`src/rtl/vec_pipe_reg.sv`:
```
// vec_pipe_reg: lane-masked elastic pipeline register with valid/ready handshake and flush.
// Ports: clk, reset (async, active-high), flush (sync drop of all entries),
//   in_valid/in_ready/in_data/in_mask (upstream, masked-off lanes repeat last written value),
//   out_valid/out_ready/out_data (downstream, head entry, register-driven).
// Build option: define VEC_PIPE_REG_SKID_EN for a two-entry skid buffer with registered in_ready.
module vec_pipe_reg #(
  parameter int WIDTH = 32,
  parameter int LANES = 4
) (
  input  logic                   clk,
  input  logic                   reset,
  input  logic                   flush,
  input  logic                   in_valid,
  output logic                   in_ready,
  input  logic [LANES*WIDTH-1:0] in_data,
  input  logic [LANES-1:0]       in_mask,
  output logic                   out_valid,
  input  logic                   out_ready,
  output logic [LANES*WIDTH-1:0] out_data
);
  logic [LANES*WIDTH-1:0] s, s_n;
  logic acc, pop;
  assign acc = in_valid && in_ready;
  assign pop = out_valid && out_ready;
  // Shadow merged with the written lanes; this is also the value that gets enqueued.
  always_comb begin
    s_n = s;
    for (int i = 0; i < LANES; i++)
      if (in_mask[i]) s_n[i*WIDTH +: WIDTH] = in_data[i*WIDTH +: WIDTH];
  end
  always_ff @(posedge clk or posedge reset)
    if (reset) s <= '0;
    else if (acc) s <= s_n;
`ifdef VEC_PIPE_REG_SKID_EN
  localparam logic [1:0] EMPTY = 2'd0, ONE = 2'd1, FULL = 2'd2;
  logic [1:0] st, st_n;
  logic rdy;
  logic [LANES*WIDTH-1:0] skid;
  always_comb
    st_n = flush ? EMPTY :
           st == EMPTY ? (acc ? ONE : EMPTY) :
           st == ONE ? (acc && !pop ? FULL : !acc && pop ? EMPTY : ONE) :
           (pop ? ONE : FULL);
  assign out_valid = st != EMPTY;
  // Registered readiness keeps out_ready off the in_ready path; flush only gates it.
  assign in_ready = rdy && !flush;
  always_ff @(posedge clk or posedge reset)
    if (reset) begin
      st <= EMPTY;
      rdy <= 1'b1;
      out_data <= '0;
      skid <= '0;
    end else begin
      st <= st_n;
      rdy <= st_n != FULL;
      if (st == FULL && pop) out_data <= skid;
      else if (acc && (st == EMPTY || pop)) out_data <= s_n;
      if (acc && st == ONE && !pop) skid <= s_n;
    end
`else
  assign in_ready = (!out_valid || out_ready) && !flush;
  always_ff @(posedge clk or posedge reset)
    if (reset) begin
      out_valid <= 1'b0;
      out_data <= '0;
    end else begin
      out_valid <= flush ? 1'b0 : acc ? 1'b1 : pop ? 1'b0 : out_valid;
      if (acc) out_data <= s_n;
    end
`endif
endmodule

```
`config.mk`:
```
export PLATFORM = sky130hd
export DESIGN_NAME = vec_pipe_reg
export DESIGN_NICKNAME = d
export VERILOG_FILES = /design/src/rtl/vec_pipe_reg.sv
export SDC_FILE = /design/constraint.sdc
export NUM_CORES = 1
export LEC_CHECK = 0
export CAP_MARGIN = 20
export CORE_MARGIN = 1
export CORE_UTILIZATION = 45
export CTS_BUF_LIST = sky130_fd_sc_hd__clkbuf_2 sky130_fd_sc_hd__clkbuf_4 sky130_fd_sc_hd__clkbuf_8
export DETAILED_ROUTE_END_ITERATION = 6
export PLACE_DENSITY = 0.88
export SETUP_SLACK_MARGIN = 0.2
export SYNTH_ARGS = -nofsm -noshare
export SYNTH_HDL_FRONTEND = slang
export SYNTH_SLANG_ARGS = --single-unit
```
`constraint.sdc`:
```
create_clock -name clk -period 7.4 [get_ports clk]
set_clock_uncertainty 0.05 [all_clocks]
set_input_delay 1.48 -clock clk [delete_from_list [all_inputs] [get_ports clk]]
set_output_delay 1.48 -clock clk [all_outputs]
set_load 0.03 [all_outputs]
```
==> results.py, run 1 <==
metrics = {
    "global_routing": {
        "antenna_found_initial": 0,
        "grt_max_degree": 68,
        "grt_pass1_wl_um": 21100,
        "track_usage": 0.225,
        "grt-ovfl-total": 0,
        "first_global_vias": 3846,
    },
    "hold_path": {
        "hp-class": "reg2reg",
    },
    "clocking": {
        "cts.sinks": 129,
        "cts-root-buf": "clkbuf_8",
        "cts_hold_buf": 0,
        "cts_resized": 0,
        "clockBufferDepth": 2,
        "post_cts_buffers": 0,
        "clk_latency_ns": 0.42,
        "cts_tree": "yes",
        "cts_buffers": 17,
        "h-tree-depth": 4,
        "clkTransAtPathRegs_ns": 0.06,
    },
    "drt": {
        "viasPerCell": 4.79,
        "vias": 3388,
        "ant_nets": 0,
        "drcViolationCount": 36,
        "avgRoutedWirePerCell_um": 18.7,
        "first_pass_iters": 6,
        "wl_um": 13200,
        "first_iter_violations": 136,
    },
    "cells_and_area": {
        "utilization": 0.733,
        "num_antenna_cells": 0,
        "area_growth_pct": 57.3,
        "drive_gt1_frac": 0.296,
        "nets": 690,
    },
    "synthesis": {
        "synth_top_area_share": 0.602,
        "synth.distinct_cells": 10,
        "seq_area_frac_synth": 0.602,
        "synth.most_common_cell": "dfrtp_1",
        "ys_async_sr_fraction": 1.00,
        "synth_ff_type": "dfrtp_1",
        "syn-cell-area_sq_um": 5360,
        "yosysWarnings": 0,
        "synth_nets": 416,
        "synthTopCellsByCount": "129 x dfrtp_1, 120 x mux2_4, 12 x buf_6",
        "synth-seq-cells": 129,
        "yosysTopAreaCell": "dfrtp_1",
        "synthTopCellsByArea": "dfrtp_1 60%, mux2_4 34%, buf_6 2.5%",
        "netlist_instances": 279,
        "syn_avg_cell_area_sq_um": 19.2,
        "synth_edf_count": 0,
    },
    "power_and_ir_drop": {
        "p_leak_nw": 3.95,
        "peakVddDrop_uv": 165,
        "p_per_area_nw_per_um2": 289,
    },
    "timing": {
        "max_freq_ghz": 0.218,
        "final.min_clock_period_ns": 4.60,
        "whs_ns": 0.458,
        "timing.final.max_slew_violations": 0,
        "rsz0062_at_grt": "false",
        "hold_viol": 0,
        "timing.setup.tns_ns": 0,
        "tightest_slew_ns": 0.835,
        "setup_viol": 0,
        "period_share": 0.621,
        "max-slew-margin-rel": 0.443,
    },
    "floorplanning": {
        "design.portCount": 267,
        "core_sq_um": 11500,
        "dieHeight_um": 111,
        "start_util": 0.466,
        "fp-row-count": 39,
        "fp.dieW_um": 111,
        "die_area_sq_um": 12400,
    },
    "worst_setup_path": {
        "required_ns": 5.87,
        "cp_cell_sequence": "clkdlybuf4s50_1 > nand2b_2 > nor2b_1 > clkdlybuf4s50_1",
        "worstPathArrival_ns": 3.07,
        "critPathMaxFanout": 6,
        "critPathLaunchType": "primary input",
        "crit_slowest_cell": "clkdlybuf4s50_1",
        "worst-path-buf-inv": 2,
        "cp-end-kind": "output pin",
        "ff2ff_setup_slack_ns": 5.54,
        "crit_type": "in2out",
        "max_stage_delay_ns": 0.67,
        "crit_family": "buffers and inverters",
        "cpMostUsedCell": "clkdlybuf4s50_1",
    },
    "job": {
        "drv_cap": 0,
    },
    "run_status": {
        "outcome": "finished, violations left",
        "violations": "design-rule violations",
    },
    "placed_design": {
        "dpl.hpwl_um": 9550,
        "portBuffers": 266,
        "gp_congestion": 0.739,
    },
}
-- registers in the layout, indices dropped and copies added (netlist names) --
| register | flops |
|---|---|
| out_data | 128 |
| out_valid | 1 |
-- routing by layer --
| layer | vias to the layer above | track usage | part of all wire |
|---|---|---|---|
| met3 | 24 | 0.100 | 0.099 |
| met5 | - | 0 | 0 |
| met1 | 1670 | 0.251 | 0.38 |
| met4 | 0 | 0.0955 | 0.020 |
| li1 | 1521 | - | - |
| met2 | 173 | 0.373 | 0.50 |
-- metrics by stage --
stage	instances	setup WS, ns	power [mW]	instance area [sq um]
2_1_floorplan	279	2.43	1.48	5360
3_3_place_gp	677	2.81	1.88	8080
3_5_place_dp	677	2.82	1.90	8080
4_1_cts	708	2.80	2.47	8440
5_1_grt	708	2.73	2.54	8440
6_report	708	2.80	2.44	8440
-- path summary, 6_finish.rpt --
kind | startpoint | end | cells after the start
min reg2reg | out_data[70]$_DFFE_PP0P_ | out_data[70]$_DFFE_PP0P_ | 1
min | out_data[70]$_DFFE_PP0P_ | out_data[70]$_DFFE_PP0P_ | 1
min in group asynchronous | reset | out_data[73]$_DFFE_PP0P_ | 2
max | out_ready | in_ready | 4
max in group asynchronous | reset | out_data[98]$_DFFE_PP0P_ | 3
max reg2reg | out_valid$_DFFE_PP0P_ | out_data[71]$_DFFE_PP0P_ | 3
-- logic make-up (layout without fill, tap and decap cells) --
group                  after synthesis  in the layout  share of synthesized area
buffers and inverters               14            300                     0.0266
DFF                                129            129                      0.602
and+or+nand+nor                      7              7                     0.0177
AOI/OAI and AO/OA                    1              1                   0.000932
muxes                              128            128                      0.353
-- layout by cell type, fill, tap and decap left out --
cell type,count
dfrtp_1,129
clkbuf_8,19
and2b_4,1
a21oi_1,1
bufinv_16,1
nand2b_2,1
clkdlybuf4s50_1,266
mux2_4,120
inv_1,1
mux2_2,8
clkbuf_4,5
nand3_4,4
inv_4,1
buf_4,1
clkinv_2,6
nor2b_1,1
-- area by class of cell --
type                       count  area (sq um)
clock inverter                 7          60.1
timing repair buffer         267          2670
inverter                       2          10.0
fill                         745          3080
clock buffer                  24           299
sequential                   129          3230
tap                          143           179
multi-input combinational    136          1990
-- power breakdown --
part	leakage (nW)	internal (mW)	total, mW	switching, mW
combinational	2.23	0.496	0.952	0.456
sequential	1.53	0.852	0.939	0.0869
clock	0.197	0.297	0.552	0.255
(Power assumes the default switching activity.)
==> run 2, diff against run 1 <==
CORE_UTILIZATION = 42   (was 45)
PLACE_DENSITY = 0.83   (was 0.88)
clock period = 4.5 ns   (was 7.4 ns; I/O delays follow)
==> results.py, run 2 (synthesis gave the netlist of run 1 again) <==
metrics = {
    "cells_and_area": {
        "largest_reg_flops": 128,
        "nets": 691,
        "fillers": 878,
        "regMostFlops": "out_data",
        "final_cell_mix": "266 x clkdlybuf4s50_1, 129 x dfrtp_1, 120 x mux2_4",
        "utilization": 0.695,
        "drive_gt1_frac": 0.297,
        "num_antenna_cells": 0,
        "mostFrequentLayoutCell": "clkdlybuf4s50_1",
        "area_growth_pct": 58.4,
        "top_regs": "out_data (128), out_valid (1)",
    },
    "timing": {
        "period_share": 0.752,
        "timing.final.max_slew_violations": 0,
        "hold_viol": 0,
        "setup_viol": 0,
        "max_freq_ghz": 0.295,
        "final.min_clock_period_ns": 3.38,
        "max-slew-margin-rel": 0.403,
        "setup_slack_ns": 1.12,
        "timing.setup.tns_ns": 0,
        "tightest_slew_ns": 0.896,
        "rsz0062_at_grt": "false",
    },
    "floorplanning": {
        "fp.dieW_um": 115,
        "die_area_sq_um": 13200,
        "dieHeight_um": 115,
        "fp-row-count": 40,
        "core_sq_um": 12200,
        "start_util": 0.439,
        "design.portCount": 267,
    },
    "clocking": {
        "h-tree-depth": 4,
        "post_cts_buffers": 0,
        "cts_tree": "yes",
        "cts_hold_buf": 0,
        "clk_latency_ns": 0.42,
        "cts-root-buf": "clkbuf_8",
        "cts_buffers": 17,
        "clkTransAtPathRegs_ns": 0.06,
        "cts_resized": 0,
        "clockBufferDepth": 2,
        "cts.sinks": 129,
    },
    "global_routing": {
        "grt_pass1_wl_um": 19700,
        "track_usage": 0.202,
        "grt_max_degree": 74,
        "first_global_vias": 3746,
        "grt-ovfl-total": 0,
        "antenna_found_initial": 0,
    },
    "power_and_ir_drop": {
        "switchingPower_mw": 1.30,
        "clkPwrFrac": 0.229,
        "power.total_mw": 4.03,
        "p_per_area_nw_per_um2": 474,
        "switching_share": 0.322,
        "power_frac_comb": 0.388,
        "p_leak_nw": 3.96,
        "p_int_mw": 2.73,
        "power_frac_seq": 0.382,
        "peakVddDrop_uv": 315,
    },
    "hold_path": {
        "hp-class": "reg2reg",
        "min_to": "out_data[125]$_DFFE_PP0P_",
        "hold_start": "out_data[125]$_DFFE_PP0P_",
        "hold_path_depth": 1,
    },
    "worst_setup_path": {
        "critPathMaxFanout": 6,
        "crit_type": "in2out",
        "cp-end-kind": "output pin",
        "crit-reg2reg-capture": "out_data[119]$_DFFE_PP0P_",
        "ff2ff_setup_slack_ns": 2.67,
        "worstPathArrival_ns": 2.43,
        "r2r-start": "out_valid$_DFFE_PP0P_",
        "r2r_cells": 3,
        "required_ns": 3.55,
        "critPathLaunchType": "primary input",
    },
    "run_status": {
        "outcome": "completed",
    },
    "drt": {
        "first_pass_iters": 3,
        "wl_um": 12900,
        "drcViolationCount": 0,
        "avgRoutedWirePerCell_um": 17.5,
        "vias": 3378,
        "ant_nets": 0,
        "viasPerCell": 4.60,
        "first_iter_violations": 127,
    },
    "placed_design": {
        "portBuffers": 266,
        "dpl.hpwl_um": 9540,
        "pre_cts_ws_ns": 1.10,
        "gp_congestion": 0.741,
    },
    "job": {
        "drv_cap": 0,
    },
}
run 2: cell types whose count changed in the layout (fill, tap and decap cells not counted), sizes merged:
| cell | before | now |
|---|---|---|
| inv | 2 | 1 |
| clkinvlp | 0 | 1 |
| buf | 1 | 2 |
| clkbuf | 24 | 25 |
| clkinv | 6 | 5 |
run 2: layer usage:
| metal | GRT usage | routed length, um |
|---|---|---|
| met1 | 0.224 | 4890 |
| met2 | 0.343 | 6630 |
| met3 | 0.0764 | 1080 |
| met4 | 0.0935 | 282 |
| met5 | 0 | 0 |
run 2: metrics by stage:
stage               instances  area (sq um)  hold WS, ns
finish                    734          8490        0.456
global route              734          8490        0.468
CTS                       734          8490        0.458
detailed placement        703          8120        0.440
global placement          703          8120        0.438
floorplan                 279          5370        0.668
run 2: cell type report:
| cell class | instances | area [sq um] | area share |
|---|---|---|---|
| timing repair buffer | 268 | 2680 | 0.315 |
| clock buffer | 25 | 319 | 0.0376 |
| inverter | 2 | 11.3 | 0.00133 |
| sequential | 129 | 3230 | 0.380 |
| multi-input combinational | 136 | 1990 | 0.235 |
| tap | 168 | 210 | 0.0247 |
| clock inverter | 6 | 55.1 | 0.00648 |
run 2: worst max-delay path by stage:
stage	cells after the start	from	to
after floorplan	2	out_ready	in_ready
after global placement	4	out_ready	in_ready
after detailed placement	4	out_ready	in_ready
after CTS	4	out_ready	in_ready
after global routing	4	out_ready	in_ready
final	4	out_ready	in_ready
run 2: power by group through the flow:
stage          sequential, mW  clock (mW)  combinational (mW)
5_1_grt                  1.57        1.01                1.63
4_1_cts                  1.54       0.954                1.58
2_1_floorplan            2.03           0               0.398
3_5_place_dp             1.56           0                1.57
6_report                 1.54       0.924                1.56
3_3_place_gp             1.55           0                1.55
run 2: critical path: stages:
cell and delay [ns]:
clkdlybuf4s50_1 0.45, nand2b_2 0.25, nor2b_1 0.16, clkdlybuf4s50_1 0.68
